### src/rtl/vec_lane_demux_if.sv
// Request/lane bus of vec_lane_demux: routed word in, per-lane registers and write pulses out.
interface vec_lane_demux_if #(
  parameter int unsigned N_OUT  = 24,
  parameter int unsigned DATA_W = 8,
  parameter int unsigned SEL_W  = 5
);
  logic                    in_valid;
  logic                    in_ready;
  logic [DATA_W-1:0]       in_data;
  logic [SEL_W-1:0]        in_sel;
  logic [1:0]              in_mode;
  logic [N_OUT*DATA_W-1:0] out_data;
  logic [N_OUT-1:0]        out_valid;
  logic                    busy;
  logic                    err;

  modport master (
    output in_valid, in_data, in_sel, in_mode,
    input  in_ready, out_data, out_valid, busy, err
  );

  modport slave (
    input  in_valid, in_data, in_sel, in_mode,
    output in_ready, out_data, out_valid, busy, err
  );
endinterface

### src/rtl/vec_lane_demux.sv
// Registered 1-to-N_OUT lane demux with single, broadcast and sweep modes.
// out_valid pulses one cycle after each lane register load and serves as its write enable.
module vec_lane_demux #(
  parameter int unsigned N_OUT  = 24,
  parameter int unsigned DATA_W = 8,
  parameter int unsigned SEL_W  = 5
) (
  input logic             clk,
  input logic             rst_n,
  vec_lane_demux_if.slave bus
);
  localparam int unsigned        CNT_W     = SEL_W + 1;
  localparam logic [CNT_W-1:0]   LANE_LAST = CNT_W'(N_OUT - 1);
  localparam logic [CNT_W-1:0]   LANE_NUM  = CNT_W'(N_OUT);

  typedef enum logic {ST_IDLE, ST_SWEEP} state_t;

  state_t                  r_state;
  logic [CNT_W-1:0]        r_cnt;
  logic [DATA_W-1:0]       r_data_q;
  logic [N_OUT*DATA_W-1:0] r_lanes;
  logic [N_OUT-1:0]        r_valid;
  logic                    r_err;

  logic                    w_accept;
  logic                    w_sel_ok;
  logic                    w_err;
  logic                    w_sweep_start;
  logic [CNT_W-1:0]        w_sel_ext;
  logic [N_OUT-1:0]        w_we;
  logic [DATA_W-1:0]       w_wdata;

  assign w_sel_ext = CNT_W'(bus.in_sel);
  assign w_accept  = bus.in_valid && (r_state == ST_IDLE);
  assign w_sel_ok  = (w_sel_ext < LANE_NUM);

  // Lane write decode; SWEEP owns the lanes, requests are only seen in IDLE.
  always_comb begin
    w_we          = '0;
    w_wdata       = bus.in_data;
    w_err         = 1'b0;
    w_sweep_start = 1'b0;
    if (r_state == ST_SWEEP) begin
      w_we    = N_OUT'(1) << r_cnt;
      w_wdata = r_data_q;
    end else if (w_accept) begin
      case (bus.in_mode)
        2'b00: begin
          if (w_sel_ok) w_we = N_OUT'(1) << w_sel_ext;
          else          w_err = 1'b1;
        end
        2'b01: w_we = '1;
        2'b10: begin
          if (w_sel_ok) begin
            w_we          = N_OUT'(1) << w_sel_ext;
            w_sweep_start = 1'b1;
          end else begin
            w_err = 1'b1;
          end
        end
        default: w_err = 1'b1;
      endcase
    end
  end

  // State, counter, held lane registers and one-cycle pulses.
  always_ff @(posedge clk) begin
    if (!rst_n) begin
      r_state  <= ST_IDLE;
      r_cnt    <= '0;
      r_data_q <= '0;
      r_lanes  <= '0;
      r_valid  <= '0;
      r_err    <= 1'b0;
    end else begin
      r_valid <= w_we;
      r_err   <= w_err;
      for (int unsigned k = 0; k < N_OUT; k++) begin
        if (w_we[k]) r_lanes[k*DATA_W +: DATA_W] <= w_wdata;
      end
      case (r_state)
        ST_IDLE: begin
          if (w_sweep_start) begin
            r_data_q <= bus.in_data;
            if (w_sel_ext == LANE_LAST) begin
              r_cnt <= w_sel_ext;
            end else begin
              r_cnt   <= w_sel_ext + CNT_W'(1);
              r_state <= ST_SWEEP;
            end
          end
        end
        ST_SWEEP: begin
          // Counter parks on the last lane instead of stepping past it.
          if (r_cnt == LANE_LAST) r_state <= ST_IDLE;
          else                    r_cnt   <= r_cnt + CNT_W'(1);
        end
        default: r_state <= ST_IDLE;
      endcase
    end
  end

  assign bus.in_ready  = (r_state == ST_IDLE);
  assign bus.busy      = (r_state == ST_SWEEP);
  assign bus.out_data  = r_lanes;
  assign bus.out_valid = r_valid;
  assign bus.err       = r_err;
endmodule

### src/flat_wrapper.sv
// flat-port wrapper written by rule: the top's interface ports become plain ports
module vec_lane_demux_flat 
#(
  parameter int unsigned N_OUT  = 24,
  parameter int unsigned DATA_W = 8,
  parameter int unsigned SEL_W  = 5
)
  (clk, rst_n, bus_in_valid, bus_in_data, bus_in_sel, bus_in_mode, bus_in_ready, bus_out_data, bus_out_valid, bus_busy, bus_err);
  vec_lane_demux_if #(.N_OUT(N_OUT), .DATA_W(DATA_W), .SEL_W(SEL_W)) bus_i ();
  input logic clk;
  input logic rst_n;
  input wire logic [$bits(bus_i.in_valid)-1:0] bus_in_valid;
  input wire logic [$bits(bus_i.in_data)-1:0] bus_in_data;
  input wire logic [$bits(bus_i.in_sel)-1:0] bus_in_sel;
  input wire logic [$bits(bus_i.in_mode)-1:0] bus_in_mode;
  output wire logic [$bits(bus_i.in_ready)-1:0] bus_in_ready;
  output wire logic [$bits(bus_i.out_data)-1:0] bus_out_data;
  output wire logic [$bits(bus_i.out_valid)-1:0] bus_out_valid;
  output wire logic [$bits(bus_i.busy)-1:0] bus_busy;
  output wire logic [$bits(bus_i.err)-1:0] bus_err;
  assign bus_i.in_valid = bus_in_valid;
  assign bus_i.in_data = bus_in_data;
  assign bus_i.in_sel = bus_in_sel;
  assign bus_i.in_mode = bus_in_mode;
  assign bus_in_ready = bus_i.in_ready;
  assign bus_out_data = bus_i.out_data;
  assign bus_out_valid = bus_i.out_valid;
  assign bus_busy = bus_i.busy;
  assign bus_err = bus_i.err;
  vec_lane_demux #(.N_OUT(N_OUT), .DATA_W(DATA_W), .SEL_W(SEL_W)) u_core (.clk(clk), .rst_n(rst_n), .bus(bus_i));
endmodule
### config.mk
export PLATFORM = sky130hd
export DESIGN_NAME = vec_lane_demux_flat
export DESIGN_NICKNAME = d
export VERILOG_FILES = /design/src/rtl/vec_lane_demux_if.sv /design/src/rtl/vec_lane_demux.sv /design/src/flat_wrapper.sv
export SDC_FILE = /design/constraint.sdc
export NUM_CORES = 1
export LEC_CHECK = 0
export CAP_MARGIN = 20
export CORE_UTILIZATION = 45
export CTS_CLUSTER_DIAMETER = 120
export DETAILED_ROUTE_END_ITERATION = 8
export PLACE_DENSITY = 0.74
export SYNTH_ARGS = -nofsm -noshare
export SYNTH_HDL_FRONTEND = slang
export SYNTH_SLANG_ARGS = --single-unit
### constraint.sdc
create_clock -name clk -period 3 [get_ports clk]
set_input_delay 0.45 -clock clk [delete_from_list [all_inputs] [get_ports clk]]
set_output_delay 0.45 -clock clk [all_outputs]
set_load 0.02 [all_outputs]
# After elaboration in Yosys (flattened, before gate mapping)
# Index checks and enable logic that the tools add are counted.
# Widths: inputs -> output; s select.
[totals] regBits=232 latch_bits=0 ramBits=0 rom_bits=0 in_bits=18 output_inout_bits=219 elab_cells=68 memories=0
[op_classes] add_sub_neg=2 n_mul=0 n_div=0 order_cmp=1 n_eq_ne=6 n_shift=2 n_mux=19 n_bitwise=3 reduce_logical=6
[op_table] op="$mux 24" n=3
[op_table] op="$pmux 24 s2" n=1
[op_table] op="$shl 1x5->24 const A" n=1
[op_table] op="$shl 1x6->24 const A" n=1
[op_table] op="$mux 6" n=3
[op_table] op="$pmux 6 s2" n=1
[op_table] op="$mux 1" n=8
[op_table] op="$mux 8" n=1
[op_table] op="$add 5x1->6 const B" n=1
[op_table] op="$add 6x1->6 const B" n=1
[op_table] op="$eq 6x5->1 const B" n=1
[op_table] op="$eq 5x5->1 const B" n=1
[op_table] op="$lt 5x5->1 const B" n=1
[op_table] op="$pmux 1 s2" n=2
[op_table] op="$reduce_and 2->1" n=2
[op_table] op="$not 1->1" n=3
[op_table] op="$reduce_or 3->1" n=1
[op_table] op="$eq 2x1->1 const B" n=1
[op_table] op="$eq 2x2->1 const B" n=1
[op_table] op="$logic_not 2->1" n=1
[op_table] op="$ne 2x1->1 const B" n=1
[op_table] op="$ne 2x2->1 const B" n=1
[op_table] op="$reduce_or 2->1" n=1
[op_table] op="$logic_and 1x1->1" n=1

# Logic depth before layout (Yosys ltp)
[logic_depth] word_depth=7 mapped_depth=7 mapped_depth_nobuf=6

# Least setup slack after synthesis
# Ideal clock, no wire load.
[synth_path] kind="register -> register" from="register u_core.r_state (netlist: u_core.bus.busy)" to="register u_core.r_lanes[45] (netlist: u_core.bus.out_data[45])" setup_time_ns=0.138 arrival_ns=1.712 t_required_ns=2.862 slack_ns=1.150 path_stages_with_launch=6 n_path_buf=2 synth_period_minus_slack_ns=1.850 cell_sequence="dfxtp_1 > buf_2 > mux2_2 > nand2_1 > clkbuf_1 > mux2i_1"
[synth_between] elab_chain_cells=4 word_cells_on_any_way=5 classes_between="mux: 3; bitwise: 1; reduce/logical: 1"
[synth_rtl] item="start: declaration" line_no="vec_lane_demux.sv:18" source="state_t r_state;"
[synth_rtl] item="start signal: assignment" line_no="vec_lane_demux.sv:69" source="r_state <= ST_IDLE;"
[synth_rtl] item="start signal: assignment" line_no="vec_lane_demux.sv:89" source="r_state <= ST_SWEEP;"
[synth_rtl] item="start signal: assignment" line_no="vec_lane_demux.sv:95" source="if (r_cnt == LANE_LAST) r_state <= ST_IDLE;"
[synth_rtl] item="$not 1->1 (no source line)"
[synth_rtl] item="$logic_and 1x1->1" line_no="vec_lane_demux.sv:34" source="assign w_accept = bus.in_valid && (r_state == ST_IDLE);"
[synth_rtl] item="$mux 24" line_no="vec_lane_demux.sv:46" source="end else if (w_accept) begin"
[synth_rtl] item="$mux 24" line_no="vec_lane_demux.sv:43" source="if (r_state == ST_SWEEP) begin"
[synth_rtl] item="end signal: indexed assignment" line_no="vec_lane_demux.sv:79" source="if (w_we[k]) r_lanes[k*DATA_W +: DATA_W] <= w_wdata;"
[synth_rtl] item="end: declaration" line_no="vec_lane_demux.sv:21" source="logic [N_OUT*DATA_W-1:0] r_lanes;"
# Several ways; a longest one is shown, not always the timed one.
# A chain may end at the register's enable or synchronous reset.

# Worst setup path after layout
[layout_path] from="register u_core.r_state (netlist: u_core.bus.busy)" to="output bus_in_ready"
[layout_between] elab_chain_cells=1
[layout_rtl] item="$not 1->1 (no source line)"
[layout_rtl] item="end: declaration" line_no="flat_wrapper.sv:16" source="output wire logic [$bits(bus_i.in_ready)-1:0] bus_in_ready;"
# Every way passes these cells.

==> metrics.cfg <==
[hold_path]
holdCritPathClass = primary input to register

[cts]
clock-sinks = 232
insertion_delay_ps = 520
clock_path_buffers = 3
cts_hold_buf = 0
cts.clk_slew.worst_paths_ps = 70
cts_setup_buffers = 0
cts-root-buf = clkbuf_16
cts_tree = done
cts_max_level = 1
cts_buffers = 24
cts_resized = 0

[layout]
final_common_cell = clkdlybuf4s50_1
finish.utilization = 0.637
drive_above_1_share = 0.0980
area_growth_pct = 37.6
fill_cells = 1656
final_cell_mix = clkdlybuf4s50_1, dfxtp_1, nand2_1
num-nets-final = 1196
fin_cells = 1454
insertedDiodeCount = 0

[sta]
period_share = 0.779
rsz0062_at_grt = false
worst_slack_ps = 663
setup_viol = 0
fin_skew_ps = 16.3
slew_headroom = 0.477
finalSetupTns_ps = 0
slew_violations = 0
worst_pin_slew_ps = 782
fmax_mhz = 428
finalHoldViolations = 0
hold_slack_ps = 274
min_period_ps = 2340

[routing]
via_per_inst = 5.30
ant_nets = 0
wl_met3_mm = 2.13
wl_met1_mm = 11.6
vias = 7712
drt-initial-drc-count = 416
wl_mm = 26.8
drc = 0
route.met2.wl_mm = 12.3
detail_route.first_pass.iterations = 4
dr.max_layer_used = met4
wire_per_inst_um = 18.5

[synthesis]
synth.avg_cell_area_sq_um = 10.1
ys_types = 46
yosys-top-cells-area = dfxtp_1, mux2i_1, nand2_1
synth_warnings = 0
synth_ff_type = dfxtp_1
synthCells = 931
syn_area_sq_um = 9430
synth_top_area_cell = dfxtp_1
synth-seq-area-share = 0.492
async_flop_share = 0
synth_fp_nets = 961
synth_seq_cells = 232
synth_top_area_frac = 0.492
synth_edf_count = 0

[placement]
dp_hpwl_mm = 17.9
dp_cells = 1410
dpl_worst_slack_ps = 279
gp_congestion = 0.816
portBuffers = 236

[power_and_ir_drop]
power.switching_mw = 2.01
seqPwrFrac = 0.437
internal_power_mw = 5.65
clkPwrFrac = 0.407
vdd_ir_drop_max_uv = 481
comb_power_share = 0.156
p_per_area_nw_per_um2 = 590
switching_share = 0.262
cellLeakagePower_nw = 4.80

[die]
start_util = 0.463
die_area_sq_um = 21500
dieHeight_um = 147
io-pin-count = 237
coreArea_sq_um = 20400
rows = 52
die_w_um = 147

[worst_setup_path]
crit_type = register to primary output
arrival_ps = 1890
r2r_slack_ps = 680
worstPathRequired_ps = 2550
critPathLaunchType = register
cp_max_fo = 15
worstSetupEndpointType = primary output

[global_routing]
grt_max_degree = 161
grt_pass1_vias = 7432
grt-ovfl-total = 0
grt_pass1_wl_mm = 41.7
antenna_found_initial = 0
grt_usage = 0.243

[status]
outcome = complete, no violations

[flow_run]
drv_cap = 0

==> power by group through the flow <==
stage	Sequential [mW]	Combinational [mW]	Clock (mW)
floorplan	3.59	0.484	0
global route	3.36	1.27	3.29
global placement	3.41	1.18	0
CTS	3.35	1.20	3.16
detailed placement	3.41	1.19	0
finish	3.35	1.19	3.12
==> sequential cells by signal (all words and copies together), names as in the netlist <==
name / cells
u_core.bus.out_valid: 24
u_core.r_cnt: 6
u_core.bus.err: 1
u_core.bus.busy: 1
u_core.bus.out_data: 192
u_core.r_data_q: 8
==> routing by layer <==
metal,global-route usage,vias up
li1,-,3741
met4,0.0776,0
met2,0.386,252
met5,0,-
met1,0.315,3673
met3,0.0720,46
==> cell usage after synthesis (all sizes together), types with 12 or more instances <==
cell type,number
mux2i,154
nor2,13
a21oi,74
buf,18
clkbuf,40
and2,20
o2bb2ai,18
ha,12
nand2,159
dfxtp,232
nor3,102
==> critical path: stages, from the launching register on <==
cell             delay [ps]
dfxtp_1                 320
buf_4                   200
inv_2                   170
clkdlybuf4s50_1         670
==> final timing paths <==
kind                                         startpoint                        to  cells after the start
worst max-delay path                    u_core.bus.busy              bus_in_ready                      3
worst min-delay path                              rst_n           u_core.r_cnt[0]                      2
worst max register to register          u_core.bus.busy  u_core.bus.out_data[116]                      6
worst min register to register  u_core.bus.out_data[67]   u_core.bus.out_data[67]                      2
==> cells by family after synthesis <==
group | count (synthesis) | share of synthesized area
muxes | 162 | 0.173
buffers and inverters | 66 | 0.0285
xor gates and xnor gates | 3 | 0.00279
adders and majority gates | 12 | 0.0159
and+or+nand+nor | 337 | 0.179
AOI/OAI and AO/OA | 119 | 0.108
DFF | 232 | 0.492
==> layout make-up <==
cell class / count / area, sq um / share of cell area
sequential: 232 / 4640 / 0.358
multi-input combinational: 633 / 4520 / 0.348
timing repair buffer: 267 / 2610 / 0.201
clock buffer: 36 / 747 / 0.0575
tap: 270 / 338 / 0.0260
clock inverter: 8 / 96.3 / 0.00742
inverter: 8 / 30.0 / 0.00231
==> per-stage QoR <==
step	power (mW)	instance area, sq um
6_report	7.66	13000
5_1_grt	7.92	13000
4_1_cts	7.71	13000
3_5_place_dp	4.60	12100
3_3_place_gp	4.59	12100
2_1_floorplan	4.08	9430
(Power assumes the default switching activity.)
